<file path="src/rtl/mem_data_port.sv">
// Memory-side datapath stage: MAR/MDR registers and a req/ack memory transaction FSM
// with bounded wait, one-cycle completion pulse and sticky error flag.
module mem_data_port #(
  parameter int ADDR_W  = 9,
  parameter int DATA_W  = 32,
  parameter int TIMEOUT = 15
) (
  input  logic              clk,
  input  logic              clear_n,
  input  logic [DATA_W-1:0] BUS_data,
  input  logic              MARin,
  input  logic              MDRin,
  input  logic              Read,
  input  logic              Write,
  output logic [DATA_W-1:0] MDR_out,
  output logic [ADDR_W-1:0] mem_addr,
  output logic [DATA_W-1:0] mem_wdata,
  output logic              mem_req,
  output logic              mem_we,
  input  logic [DATA_W-1:0] mem_rdata,
  input  logic              mem_ack,
  output logic              busy,
  output logic              done,
  output logic              err
);

  localparam int CNT_W = $clog2(TIMEOUT) + 1;
  localparam logic [CNT_W-1:0] CNT_LAST = CNT_W'(TIMEOUT - 1);
  localparam logic [CNT_W-1:0] CNT_MAX  = '1;

  typedef enum logic [1:0] {IDLE, RD, WR} state_t;

  state_t            state_q, state_d;
  logic [CNT_W-1:0]  cnt_q;
  logic [ADDR_W-1:0] mar_q;
  logic [DATA_W-1:0] mdr_q;
  logic              done_q, err_q;

  logic in_idle, start_rd, start_wr, illegal, acked, timeout_hit;

  assign in_idle     = (state_q == IDLE);
  assign start_rd    = in_idle && Read && !Write;
  assign start_wr    = in_idle && Write && !Read;
  assign illegal     = in_idle && Read && Write;
  assign acked       = !in_idle && mem_ack;
  assign timeout_hit = !in_idle && !mem_ack && (cnt_q == CNT_LAST);

  always_ff @(posedge clk or negedge clear_n) begin
    if (!clear_n) state_q <= IDLE;
    else          state_q <= state_d;
  end

  always_comb begin
    state_d = state_q;
    case (state_q)
      IDLE: begin
        if (start_rd)      state_d = RD;
        else if (start_wr) state_d = WR;
      end
      RD, WR: begin
        if (acked || timeout_hit) state_d = IDLE;
      end
      default: state_d = IDLE;
    endcase
  end

  always_comb begin
    mem_req = 1'b0;
    mem_we  = 1'b0;
    case (state_q)
      RD:      mem_req = 1'b1;
      WR:      begin mem_req = 1'b1; mem_we = 1'b1; end
      default: ;
    endcase
  end

  // MAR/MDR only move in IDLE, except the read-data capture on ack
  always_ff @(posedge clk or negedge clear_n) begin
    if (!clear_n) begin
      cnt_q  <= '0;
      mar_q  <= '0;
      mdr_q  <= '0;
      done_q <= 1'b0;
      err_q  <= 1'b0;
    end else begin
      done_q <= acked;
      if (in_idle) begin
        if (MARin) mar_q <= BUS_data[ADDR_W-1:0];
        if (MDRin) mdr_q <= BUS_data;
        if (start_rd || start_wr) begin
          cnt_q <= '0;
          err_q <= 1'b0;
        end else if (illegal) begin
          err_q <= 1'b1;
        end
      end else if (acked) begin
        if (state_q == RD) mdr_q <= mem_rdata;
      end else if (timeout_hit) begin
        err_q <= 1'b1;
      end else if (cnt_q != CNT_MAX) begin
        cnt_q <= cnt_q + 1'b1;
      end
    end
  end

  assign busy      = mem_req;
  assign done      = done_q;
  assign err       = err_q;
  assign MDR_out   = mdr_q;
  assign mem_addr  = mar_q;
  assign mem_wdata = mdr_q;

endmodule
</file>
<file path="config.mk">
export PLATFORM = sky130hd
export DESIGN_NAME = mem_data_port
export DESIGN_NICKNAME = d
export VERILOG_FILES = /design/src/rtl/mem_data_port.sv
export SDC_FILE = /design/constraint.sdc
export NUM_CORES = 1
export LEC_CHECK = 0
export ABC_AREA = 1
export BUFFER_PORTS_ARGS = -buffer_cell sky130_fd_sc_hd__buf_2
export CELL_PAD_IN_SITES_DETAIL_PLACEMENT = 0
export CELL_PAD_IN_SITES_GLOBAL_PLACEMENT = 1
export CORE_MARGIN = 3
export CORE_UTILIZATION = 32
export CTS_BUF_LIST = sky130_fd_sc_hd__clkbuf_8 sky130_fd_sc_hd__clkbuf_16
export CTS_CLUSTER_SIZE = 8
export DETAILED_ROUTE_END_ITERATION = 7
export GPL_ROUTABILITY_DRIVEN = 0
export GPL_TIMING_DRIVEN = 0
export PLACE_DENSITY_LB_ADDON = 0.1
export SLEW_MARGIN = 15
export SYNTH_ARGS = -nofsm -noshare
export SYNTH_HDL_FRONTEND = slang
export SYNTH_SLANG_ARGS = --single-unit
</file>
<file path="constraint.sdc">
create_clock -name clk -period 1.9 [get_ports clk]
set_input_delay 0.38 -clock clk [delete_from_list [all_inputs] [get_ports clk]]
set_output_delay 0.38 -clock clk [all_outputs]
set_load 0.05 [all_outputs]
</file>
Yosys cells after proc, flatten, opt, wreduce, memory -nomap -nowiden
Index checks and enable logic that the tools add are counted.

operators by class
  reductions and logical operators = 25
  muxes and demuxes = 20
  eq/ne operators = 11
  $add $sub $neg = 1

operators with widths
  operator             count
  $mux 32              4
  $mux 5               5
  $logic_and 1x1->1    8
  $reduce_bool 2->1    4
  $mux 1               7
  $mux 2               3
  $ne 2x2->1 const B   3
  $ne 3x1->1 const B   2
  $reduce_and 3->1     2
  $add 5x1->5 const B  1
  $eq 5x4->1 const B   1
  $ne 5x5->1 const B   1
  $logic_not 1->1      4
  $ne 2x1->1 const B   2
  $pmux 2 s2           1
  $reduce_and 2->1     2
  $reduce_and 4->1     1
  $eq 2x1->1 const B   1
  $eq 2x2->1 const B   1
  $logic_not 2->1      1
  $logic_or 1x1->1     2
  $reduce_or 2->1      1

storage, ports and cells
  bits in registers = 50
  output and inout bits = 78
  logic and storage cells = 63
  input bits = 71

Depth between registers and ports, before layout
Gate-level depths: netlist of the first run.

  depth in word-level cells = 7
  depth in mapped cells = 11
  gate-level depth less buffers = 9

Least setup slack after synthesis of the first run
OpenSTA, ideal clock, no wires.

  kind = reg-to-output
  start point = reg state_q[0]
  end point = out mem_req
  required time = 1.520 ns
  path slack = 0.241 ns
  cell stages (with the launch flop) = 4
  buffers on the path = 1
  data arrival time = 1.279 ns
  cells stage by stage = dfrtp_1 -> inv_1 -> ha_1 -> buf_4

on the way
  cells in the longest elaborated chain, start to end = 3
  elaborated cells between the ends (all ways) = 4
  classes of those cells = eq/ne (2); mux (1); reduce/logical (1)

ends and longest elaborated chain
  what                                             RTL line  RTL
  start, declared                                  33        state_t state_q, state_d;
  start signal, assigned                           50        else state_q <= state_d;
  $eq 2x1->1 / $eq 2x2->1 (equally long branches)  70        case (state_q)
  $reduce_or 2->1 (no source line) *               -
  $mux 1 *                                         70
  end, declared                                    18        output logic mem_req,

Mark *: on every way between the ends. The rest lies on a longest branch, timed or not.

Worst setup path after layout of the first run
Same ends and word-level chain as after synthesis.

==> results_dict.tcl, run 1 <==
set metrics [dict create \
    status "completed" \
    fmax_mhz 552 \
    nets 560 \
    grt_pass1_vias 2539 \
    root_buffer "clkbuf_8" \
    cts.sinks 50 \
    fillCellCount 896 \
    drv_slew 0 \
    coreArea_sq_mm 0.00842 \
    ys_ff_latch 50 \
    syn_inst 327 \
    syn_area_sq_mm 0.00283 \
    synth_cell_types 28 \
    cts_resized 0 \
    min-delay-path-class "input pin to async pin" \
    instances_no_fill 588 \
    antenna_cells 0 \
    final_antenna_net_count 0 \
    grt_util_all_layers 0.158 \
    vias 2648 \
    dp_cells 580 \
    dp_hpwl_microns 6090 \
    drc 0 \
    die_x_microns 100 \
    drv_cap 0 \
    die_h_microns 100 \
    clkLatencyLatePin_ns 0.31 \
    rsz0062_at_grt "true" \
    min_period_ns 1.81 \
    drtIter0Drc 48 \
    overflow 0 \
    reg2reg_slack_ns 0.15 \
    portBuffers 148 \
    grt_start_max_net_pins 51 \
    cts_tree "built" \
    synthesis.nets 405 \
    post-route-period-util 0.953 \
    initial_core_util 0.336 \
    drt_wl_total_microns 8020 \
    clock_tree.buffer_depth 2 \
    syn_to_final_growth_pct 34.7 \
    synth_warnings 0 \
    viasPerCell 4.50 \
    dr.pass1.iters 4 \
    cts_setup_buffers 0 \
    worst_setup_path_start_kind "flop" \
    yosysSeqAreaShare 0.442 \
    crit_fanout 3 \
    grt_pass1_wl_microns 12600 \
    dieArea_sq_mm 0.0100 \
    synth.avg_cell_area_sq_um 8.66 \
    endpoint_kind "primary output" \
    hold_viol 0 \
    arrival_ns 1.43 \
    async_reset_ff_frac 1.00 \
    htreeDepth 2 \
    fin_setup_tns_ns 0 \
    timing.slew.headroom 0.551 \
    fin_skew_ns 0.00692 \
    critPathKind "flop to primary output" \
    cts_hold_buf 0 \
    cts_buffers 5 \
    tightest_slew_ns 0.674 \
    synth_edf_count 0 \
    antenna_found_initial 0 \
    setup_viol 0 \
    clk_pin_slew_worst_paths_ns 0.10 \
    boundaryPins 149 \
    wl_per_cell_microns 13.6 \
    synth-main-ff-cell "dfrtp_1" \
    cp.required_ns 1.52 \
    rows 33 \
    drive_gt1_frac 0.468 \
]
-- layout make-up --
cell class	count	area, sq um	area share
plain buffers	49	365	0.0958
clock buffers	5	68.8	0.0180
clock inverters	3	21.3	0.00558
inverters	20	77.6	0.0203
multi-input cells	208	1150	0.302
flip-flops and latches	50	1250	0.328
well taps	105	131	0.0344
repair buffers	148	746	0.196
-- metal layers --
metal	track usage	part of all wire	routed length (microns)
met5	0	0	0
met4	0.0342	0.0085	68
met3	0.0334	0.073	589
met2	0.267	0.48	3820
met1	0.209	0.44	3540
-- synthesized netlist by cell type (2+ instances only) --
cell,count,area share
nand2_4,2,0.0080
buf_2,5,0.0088
o21bai_1,5,0.013
buf_4,34,0.090
a21oi_1,9,0.016
o21ai_1,8,0.014
o21ai_2,13,0.040
dfrtp_1,50,0.44
o21a_1,24,0.064
buf_6,6,0.024
nand3_1,5,0.0088
inv_1,18,0.024
nor2_1,67,0.089
clkbuf_1,4,0.0053
nand2_1,38,0.050
ha_1,7,0.031
o21ai_0,21,0.037
-- cells in the final DEF, fill, tap and decap left out, drive strengths merged, types with 2 or more instances in the layout --
master	n
buf	192
nor2	68
dfrtp	50
nand2	42
o21ai	42
o21a	24
inv	20
clkbuf	10
a21oi	9
ha	7
nand3	6
o21bai	5
clkinv	2
-- final timing paths --
| check | cells after the start | end | startpoint |
|---|---|---|---|
| max | 4 | mem_req | state_q[0]$_DFFE_PN0P_ |
| min | 1 | MDR_out[25]$_DFFE_PN0P_ | clear_n |
| max reg2reg | 7 | MDR_out[26]$_DFFE_PN0P_ | state_q[0]$_DFFE_PN0P_ |
| min reg2reg | 2 | mem_addr[6]$_DFFE_PN0P_ | mem_addr[6]$_DFFE_PN0P_ |
| max in group asynchronous | 1 | MDR_out[13]$_DFFE_PN0P_ | clear_n |
| min in group clk | 2 | mem_addr[8]$_DFFE_PN0P_ | BUS_data[8] |
-- kinds of logic (layout without fill, tap and decap cells) --
family / count (synthesis) / in the layout / synth area share
adders and majority gates: 7 / 7 / 0.0309
and+or+nand+nor: 118 / 118 / 0.178
DFF: 50 / 50 / 0.442
xor gates and xnor gates: 1 / 1 / 0.00309
muxes: 1 / 1 / 0.00398
buffers and inverters: 69 / 225 / 0.156
AOI/OAI and AO/OA: 81 / 81 / 0.186
-- through the flow --
step | worst slack [ns] | cell area, sq um | utilization | hold WS, ns
final | 0.0891 | 3810 | 0.453 | 0.0906
after global routing | 0.000297 | 3810 | 0.453 | 0.143
after floorplan | 0.241 | 2830 | - | 0.0844
after detailed placement | 0.0808 | 3710 | 0.440 | 0.468
after CTS | 0.00888 | 3800 | 0.451 | 0.123
after global placement | 0.116 | 3700 | 0.440 | 0.462
-- critical path, cell delays in order (launching register included) --
cell and delay, ns:
dfrtp_1 0.42, inv_1 0.15, ha_4 0.23, buf_4 0.12
clkbuf_4 0.20
-- sequential cells by signal, summed over array words and instances, names as in the netlist --
name	count
mem_addr	9
cnt_q	5
MDR_out	32
done	1
err	1
state_q	2
Power of run 1 is not shown: default switching activity piles up to over one toggle a cycle in this logic, so the estimate is an artifact.
==> inputs of run 2 (changes only) <==
--- a/config.mk
+++ b/config.mk
@@ -10,13 +10,14 @@
 export CELL_PAD_IN_SITES_DETAIL_PLACEMENT = 0
 export CELL_PAD_IN_SITES_GLOBAL_PLACEMENT = 1
 export CORE_MARGIN = 3
-export CORE_UTILIZATION = 32
+export CORE_UTILIZATION = 29
 export CTS_BUF_LIST = sky130_fd_sc_hd__clkbuf_8 sky130_fd_sc_hd__clkbuf_16
 export CTS_CLUSTER_SIZE = 8
 export DETAILED_ROUTE_END_ITERATION = 7
 export GPL_ROUTABILITY_DRIVEN = 0
 export GPL_TIMING_DRIVEN = 0
 export PLACE_DENSITY_LB_ADDON = 0.1
+export REMOVE_ABC_BUFFERS = 1
 export SLEW_MARGIN = 15
 export SYNTH_ARGS = -nofsm -noshare
 export SYNTH_HDL_FRONTEND = slang
==> constraint.sdc (replaced) <==
create_clock -name clk -period 1.5 [get_ports clk]
set_input_delay 0.3 -clock clk [delete_from_list [all_inputs] [get_ports clk]]
set_output_delay 0.3 -clock clk [all_outputs]
set_load 0.05 [all_outputs]
==> run 2 against run 1 <==
Against the previous run:
- the flow now finishes with violations (setup timing)
- via count grew 0.30%
- clock skew grew 0.0026 ns
- design area grew 6.4%
- utilization shrank 2.0 points
- sequential share of layout area shrank 2.0 points
- wire length grew 12%
- count of clock-buffer cells in the layout is the same
- setup slack lost 0.20 ns
- register-to-register slack lost 0.21 ns
- first-iteration DRC count grew 50%
- final cell count grew 1.0%
- critical path type unchanged
==> results_dict.tcl, run 2 (synthesis results as in run 1) <==
set metrics [dict create \
    dp_hpwl_microns 5150 \
    syn_to_final_growth_pct 43.3 \
    wl_per_cell_microns 15.1 \
    antenna_cells 0 \
    fmax_mhz 619 \
    crit_buf_inv 3 \
    timing.slew.headroom 0.545 \
    die_x_microns 105 \
    slowest_stage "dfrtp_1" \
    mostFrequentLayoutCell "buf_2" \
    fin_area_sq_mm 0.00406 \
    post_dp_cell_area_sq_mm 0.00340 \
    antenna_found_initial 0 \
    worst_setup_path_start_kind "flop" \
    rsz0062_at_grt "true" \
    critPathKind "flop to primary output" \
    crit_fanout 3 \
    initial_core_util 0.302 \
    viasPerCell 4.47 \
    crit_path_max_incr_delay_ns 0.38 \
    die_h_microns 105 \
    dr.pass1.iters 4 \
    status "finished, violations left" \
    post-route-period-util 1.08 \
    worst_slack_ns -0.116 \
    fillCellCount 988 \
    crit_chain "inv_2 > buf_4 > ha_4 > buf_8" \
    final_antenna_net_count 0 \
    fin_setup_tns_ns -1.63 \
    cp.required_ns 1.20 \
    largest_reg_flops 32 \
    drc 0 \
    overflow 0 \
    hold_viol 0 \
    setup_viol 40 \
    min-delay-path-class "input pin to async pin" \
    drt_wl_total_microns 8970 \
    htreeDepth 2 \
    cts.sinks 50 \
    grt_pass1_wl_microns 14100 \
    tightest_slew_ns 0.683 \
    coreArea_sq_mm 0.00937 \
    grt_util_all_layers 0.164 \
    grt_start_max_net_pins 51 \
    drv_slew 0 \
    endpoint_kind "primary output" \
    grt_pass1_vias 2468 \
    final_cell_mix "144 x buf_2, 58 x nor2_1, 50 x dfrtp_1" \
    min_period_ns 1.62 \
    fin_hold_ws_ns 0.00792 \
    vias 2656 \
    nets 542 \
    drv_cap 0 \
    clk_pin_slew_worst_paths_ns 0.10 \
    arrival_ns 1.32 \
    crit_family "flip-flops" \
    violations "setup timing" \
    cts_tree "built" \
    fin_skew_ns 0.00956 \
    cts_buffers 5 \
    dieArea_sq_mm 0.0110 \
    portBuffers 148 \
    drive_gt1_frac 0.516 \
    drtIter0Drc 72 \
    boundaryPins 149 \
    clkLatencyLatePin_ns 0.31 \
    clock_tree.buffer_depth 2 \
    rows 35 \
    root_buffer "clkbuf_8" \
    cts_hold_buf 0 \
]
-- run 2: what timing repair did --
| item | 4_1_cts | 5_1_grt |
|---|---|---|
| setup buffers | 15 | 6 |
| endpoints found under the setup margin | 53 | 43 |
| cloned | 9 | 0 |
| gates resized for setup | 42 | 27 |
| endpoints found under the hold margin | 0 | 0 |
| pin swaps | 15 | 7 |
-- run 2: layout make-up --
cell class	count	area [sq um]	area share
well taps	129	161	0.0398
repair inverters	1	8.76	0.00216
multi-input cells	215	1440	0.356
inverters	20	92.6	0.0228
clock inverters	3	17.5	0.00432
flip-flops and latches	50	1250	0.308
repair buffers	171	1010	0.250
clock buffers	5	68.8	0.0170
-- run 2: final timing paths --
check,startpoint,cells past startpoint,end,slack [ns]
min,clear_n,1,MDR_out[13]$_DFFE_PN0P_,0.008
min reg2reg,mem_addr[3]$_DFFE_PN0P_,2,mem_addr[3]$_DFFE_PN0P_,0.49
max in group asynchronous,clear_n,1,MDR_out[27]$_DFFE_PN0P_,1.01
max reg2reg,state_q[0]$_DFFE_PN0P_,9,cnt_q[4]$_DFFE_PN0P_,-0.06
max,state_q[1]$_DFFE_PN0P_,4,busy,-0.12
min in group clk,BUS_data[2],3,mem_addr[2]$_DFFE_PN0P_,0.26
-- run 2: metrics by stage --
stage	worst slack [ns]	instances	utilization
finish	-0.116	594	0.433
floorplan	-0.886	278	-
CTS	-0.115	588	0.417
global placement	-2.03	555	0.360
detailed placement	-0.823	556	0.363
global route	-0.179	594	0.433
-- run 2: routing by layer --
metal / up-vias / track usage / share of wire / routed length (microns)
met5: - / 0 / 0 / 0
met4: 0 / 0.0337 / 0.0040 / 36
met3: 2 / 0.0272 / 0.051 / 456
met2: 77 / 0.285 / 0.51 / 4570
met1: 1270 / 0.215 / 0.44 / 3910
li1: 1307 / - / - / -
Power of run 2 is left out for the same reason.
